===== config.mk =====
export PLATFORM = sky130hd
export DESIGN_NAME = piso_serializer_param
export DESIGN_NICKNAME = d
export VERILOG_FILES = /design/src/rtl/piso_serializer_param.sv
export SDC_FILE = /design/constraint.sdc
export NUM_CORES = 1
export LEC_CHECK = 0
export CORE_UTILIZATION = 42
export DETAILED_ROUTE_END_ITERATION = 7
export PLACE_DENSITY = 0.86
export SYNTH_ARGS = -nofsm -noshare
export SYNTH_HDL_FRONTEND = slang
export SYNTH_SLANG_ARGS = --single-unit

===== constraint.sdc =====
create_clock -name clk -period 2.4 [get_ports clk]
set_input_delay 0.36 -clock clk [delete_from_list [all_inputs] [get_ports clk]]
set_output_delay 0.36 -clock clk [all_outputs]
set_load 0.05 [all_outputs]

===== src/rtl/piso_serializer_param.sv =====
// Parameterised parallel-in/serial-out serializer with a valid/ready load handshake and stall support.
// Optional macro PISO_PARITY_EN appends an even-parity bit after the data bits.
module piso_serializer_param #(
    parameter int WIDTH      = 8,
    parameter bit MSB_FIRST  = 1'b1,
    parameter bit IDLE_LEVEL = 1'b0
) (
    input  logic             clk,
    input  logic             reset,
    input  logic             enable,
    input  logic             load_valid,
    output logic             load_ready,
    input  logic [WIDTH-1:0] parallel_in,
    output logic [WIDTH-1:0] shift_reg,
    output logic             serial_out,
    output logic             serial_valid,
    output logic             last_bit,
    output logic             busy,
    output logic             frame_done
);

`ifdef PISO_PARITY_EN
    localparam int FRAME_LEN = WIDTH + 1;
`else
    localparam int FRAME_LEN = WIDTH;
`endif
    // One spare count value lets the counter step past the final bit.
    localparam int CNT_W = $clog2(FRAME_LEN + 1);

    typedef enum logic {IDLE, SHIFT} state_t;

    state_t           state;
    logic [CNT_W-1:0] bit_cnt;
    logic             accept;
    logic             advance;
    logic             data_bit;

    assign busy         = (state == SHIFT);
    assign serial_valid = busy;
    assign last_bit     = busy && (bit_cnt == CNT_W'(FRAME_LEN - 1));
    assign load_ready   = !busy || (last_bit && enable);
    assign accept       = load_valid && load_ready;
    assign advance      = busy && enable;
    assign data_bit     = MSB_FIRST ? shift_reg[WIDTH-1] : shift_reg[0];

`ifdef PISO_PARITY_EN
    logic parity_bit;

    always_ff @(posedge clk) begin
        if (reset)
            parity_bit <= 1'b0;
        else if (accept)
            parity_bit <= ^parallel_in;
    end

    assign serial_out = busy ? ((bit_cnt == CNT_W'(WIDTH)) ? parity_bit : data_bit)
                             : IDLE_LEVEL;
`else
    assign serial_out = busy ? data_bit : IDLE_LEVEL;
`endif

    always_ff @(posedge clk) begin
        if (reset) begin
            state      <= IDLE;
            shift_reg  <= '0;
            bit_cnt    <= '0;
            frame_done <= 1'b0;
        end else begin
            frame_done <= last_bit && enable;
            if (accept) begin
                // Reload on the last-bit cycle keeps back-to-back frames gap-free.
                state     <= SHIFT;
                shift_reg <= parallel_in;
                bit_cnt   <= '0;
            end else if (advance) begin
                if (MSB_FIRST)
                    shift_reg <= {shift_reg[WIDTH-2:0], 1'b0};
                else
                    shift_reg <= {1'b0, shift_reg[WIDTH-1:1]};
                bit_cnt <= bit_cnt + 1'b1;
                if (last_bit)
                    state <= IDLE;
            end
        end
    end

endmodule


**Word level (Yosys, flattened, before mapping)**

Index checks and enable logic that the tools add are counted.

- Bits in registers: 14
- Output and inout port bits: 14
- Word-level logic and storage cells: 22

- $add $sub $neg: 1
- Reduce and logical (&&, ||, !) cells: 10
- Equal/unequal tests: 1
- Mux-type cells: 6

Operators by type and width:

| cell | count |
|---|---|
| $mux W8 | 2 |
| $add A4 B1 Y4 const B | 1 |
| $eq A4 B3 Y1 const B | 1 |
| $logic_and A1 B1 Y1 | 4 |
| $mux W1 | 4 |
| $reduce_bool A2 Y1 | 2 |
| $reduce_and A2 Y1 | 1 |
| $reduce_or A2 Y1 | 1 |
| $logic_not A1 Y1 | 1 |
| $logic_or A1 B1 Y1 | 1 |

**Longest topological paths before layout**

- Word-level depth: 7
- Depth in mapped cells: 4
- Depth with buffers taken out: 4

**Worst setup path after synthesis**

No wires, ideal clock.

- Path kind: flip-flop to output port
- From: register state, in the netlist busy
- To: output port last_bit
- Path slack: 0.464 ns
- Path buffers: 1
- Arrival: 1.576 ns
- Cell stages (with the launch flop): 4
- Cells stage by stage: dfxtp_1 buf_6 inv_1 nor2_1

- Longest elaborated chain between the ends: 1

Ends and longest elaborated chain:

| what | line | text |
|---|---|---|
| start, declared | 32 | `state_t state;` |
| start signal, assigned | 64 | `state <= IDLE;` |
| start signal, assigned | 72 | `state <= SHIFT;` |
| start signal, assigned | 82 | `state <= IDLE;` |
| $logic_and A1 B1 Y1 | 40 | `assign last_bit = busy && (bit_cnt == CNT_W'(FRAME_LEN - 1));` |
| end, declared | 17 | `output logic last_bit,` |

Every way passes these cells.

**Final worst setup path**

- From: register state, in the netlist busy
- To: output port serial_out

- Longest elaborated chain between the ends: 1

Ends and longest elaborated chain:

| what | line | text |
|---|---|---|
| $mux W1 | 59 | `assign serial_out = busy ? data_bit : IDLE_LEVEL;` |
| end, declared | 15 | `output logic serial_out,` |

Every way passes these cells.

==> flow_summary.yaml <==
yosys:
  synth.area.top_cells: "dfxtp_1, o221a_2, mux2i_1"
  netlist.area_leader.share: 0.378
  synth_area_leader_cell: "dfxtp_1"
  ys_seq_area_frac: 0.378
  ys_ff_latch: 14
  syn_area_um2: 742
  yosysWarnings: 0
  synthCells: 72
  yosys.cell_types.count: 36
  synth_nets: 85
  synth_area_per_cell_um2: 10.3
global_routing:
  antenna_found_initial: 0
  grt_max_degree: 12
  grt_first_pass_wirelength_um: 2950
  grt_pass1_vias: 676
  grt_use_total: 0.205
  overflow: 0
cts:
  ctsHoldBuffers: 0
  cts_buffers: 3
  clkSinkCount: 14
  htree_levels: 1
  cts_resized: 0
  clock_path_buffers: 2
  cts_root_buf: "clkbuf_4"
  worstSkewPairLatency_ns: 0.28
  post-cts-setup-buffers: 0
  cts_tree: "done"
  path_clk_slew_ns: 0.09
sta:
  clock_skew_ns: 0.00977
  rsz0062_at_grt: "false"
  worst_pin_slew_ns: 0.499
  period_share: 0.929
  slew_violations: 0
  finalSetupViolations: 0
  slew_headroom: 0.667
  timing.setup.tns_ns: 0
  fmax_mhz: 448
  period_minus_slack_ns: 2.23
  hold_violations: 0
worst_setup_path:
  reg2reg_depth: 3
  r2r_setup_slack_ns: 0.82
  cpPeakStageDelay_ns: 0.80
  critical_path.max_fanout: 11
  required_ns: 2.04
  critPathCaptureType: "output port"
  worstReg2RegStart: "busy"
  startpoint_type: "register"
  crit_type: "reg -> out"
  reg2reg_to: "bit_cnt[3]"
  cp.arrival_ns: 1.87
  worst_path_max_delay_cell: "clkdlybuf4s50_1"
  crit_chain: "and2_1, clkdlybuf4s50_1"
floorplan:
  rows: 14
  ios: 26
  design.core.area_um2: 1580
  initial_core_util: 0.471
  die_area_um2: 1940
  die_w_um: 44.0
  dieHeight_um: 44.0
route:
  drcViolationCount: 0
  wl_um: 1720
  ant_nets: 0
  dr.pass1.iters: 6
  wire_per_inst_um: 15.4
  drt_iter0_drc: 21
  vias: 699
  viasPerCell: 6.24
power_and_ir_drop:
  p_comb_frac: 0.280
  p_int_uw: 411
  total_leakage_power_uw: 0.000402
  seqPwrFrac: 0.436
  p_sw_uw: 189
  netSwitchingFraction: 0.315
  clockPowerShare: 0.283
  ir_worst_vdd_v: 0.000479
  power.density_nw_per_um2: 586
  power_uw: 599
layout:
  largest_register_ffs: 8
  final_cell_mix: "clkdlybuf4s50_1, dfxtp_1, o221a_2"
  layout.nets: 110
  n_antenna_cell: 0
  area_growth_pct: 37.8
  drive_gt1_frac: 0.229
  final_area_um2: 1020
  layoutNonFillerInstCount: 112
  layout_commonest_cell: "clkdlybuf4s50_1"
run:
  maxCapViolCount: 0
placement:
  place_congestion: 0.854
  placed_cells: 108
  hpwl_um: 1280
  port_buffers: 25
  post_dp_cell_area_um2: 983
hold_path:
  holdPathStages: 2
  min_from: "shift_reg[0]"
  hold_end: "shift_reg[0]"
  hold_class: "reg -> reg"
outcome:
  status: "complete, no violations"
==> cells by family (layout without fill, tap and decap cells) <==
family          count (synthesis)  count (layout)  synth area share
mux                             4               4            0.0556
buf+inv                         9              33            0.0725
flops                          14              14             0.378
compound gates                 21              21             0.270
xor+xnor                        1               1            0.0118
simple gates                   22              22             0.196
fa+ha+maj                       1               1            0.0169
==> Yosys cell counts, drive strengths merged <==
| cell | n |
|---|---|
| a21oi | 1 |
| or3b | 1 |
| and3b | 1 |
| nand3 | 3 |
| nand3b | 3 |
| buf | 4 |
| dfxtp | 14 |
| mux2 | 1 |
| nor2 | 1 |
| a2111oi | 1 |
| or3 | 1 |
| nand2 | 1 |
| nor2b | 1 |
| and2 | 1 |
| ha | 1 |
| and3 | 1 |
| o21ai | 2 |
| o31ai | 1 |
| xor2 | 1 |
| nand4 | 2 |
| o21a | 1 |
| nor3b | 1 |
| clkbuf | 1 |
| inv | 3 |
| o22ai | 1 |
| nor4 | 2 |
| o32ai | 1 |
| o221a | 11 |
| a21o | 1 |
| nand2b | 1 |
| mux2i | 3 |
| nor3 | 2 |
| clkinv | 1 |
| a211oi | 1 |
==> per-layer routing <==
layer / up-vias / track usage / share of wire
li1: 335 / - / -
met1: 344 / 0.256 / 0.46
met2: 18 / 0.332 / 0.48
met3: 2 / 0.0694 / 0.045
met4: 0 / 0.0667 / 0.011
met5: - / 0 / 0
==> power groups by stage <==
stage	registers (uW)	logic, uW	clock network (uW)
after detailed placement	267	168	0
after global placement	266	166	0
after CTS	261	169	173
final	262	168	170
after global routing	264	176	193
after floorplan	306	69.8	0
==> metrics by stage <==
step           hold WS (ns)  setup WS, ns  utilization
3_5_place_dp          0.492         0.382        0.624
3_3_place_gp          0.492         0.411        0.624
4_1_cts               0.504        0.0579        0.647
5_1_grt               0.547        0.0971        0.648
2_1_floorplan         0.469         0.464            -
6_report              0.502         0.170        0.648
==> how the worst max path moves through the flow <==
stage / start / endpoint / slack, ns / cells after the start
after floorplan: busy / last_bit / 0.46 / 3
after global placement: bit_cnt[0] / last_bit / 0.41 / 4
after detailed placement: enable / bit_cnt[3] / 0.38 / 4
after CTS: busy / last_bit / 0.06 / 3
after global routing: busy / serial_out / 0.1 / 2
final: busy / serial_out / 0.17 / 2
==> area by class of cell <==
type                       instances  area (um^2)
timing repair buffer              25          263
inverter                           4         15.0
sequential                        14          280
tap                               16         20.0
multi-input combinational         49          408
fill                             136          554
clock buffer                       4         36.3
==> critical path, delay by kind of cell (launching register included) <==
kind	cells	cell delay [ns]
buffers and inverters	1	0.80
flip-flops	1	0.59
AND/OR/NAND/NOR	1	0.20
Note: power is estimated with default switching activity, not from simulation.
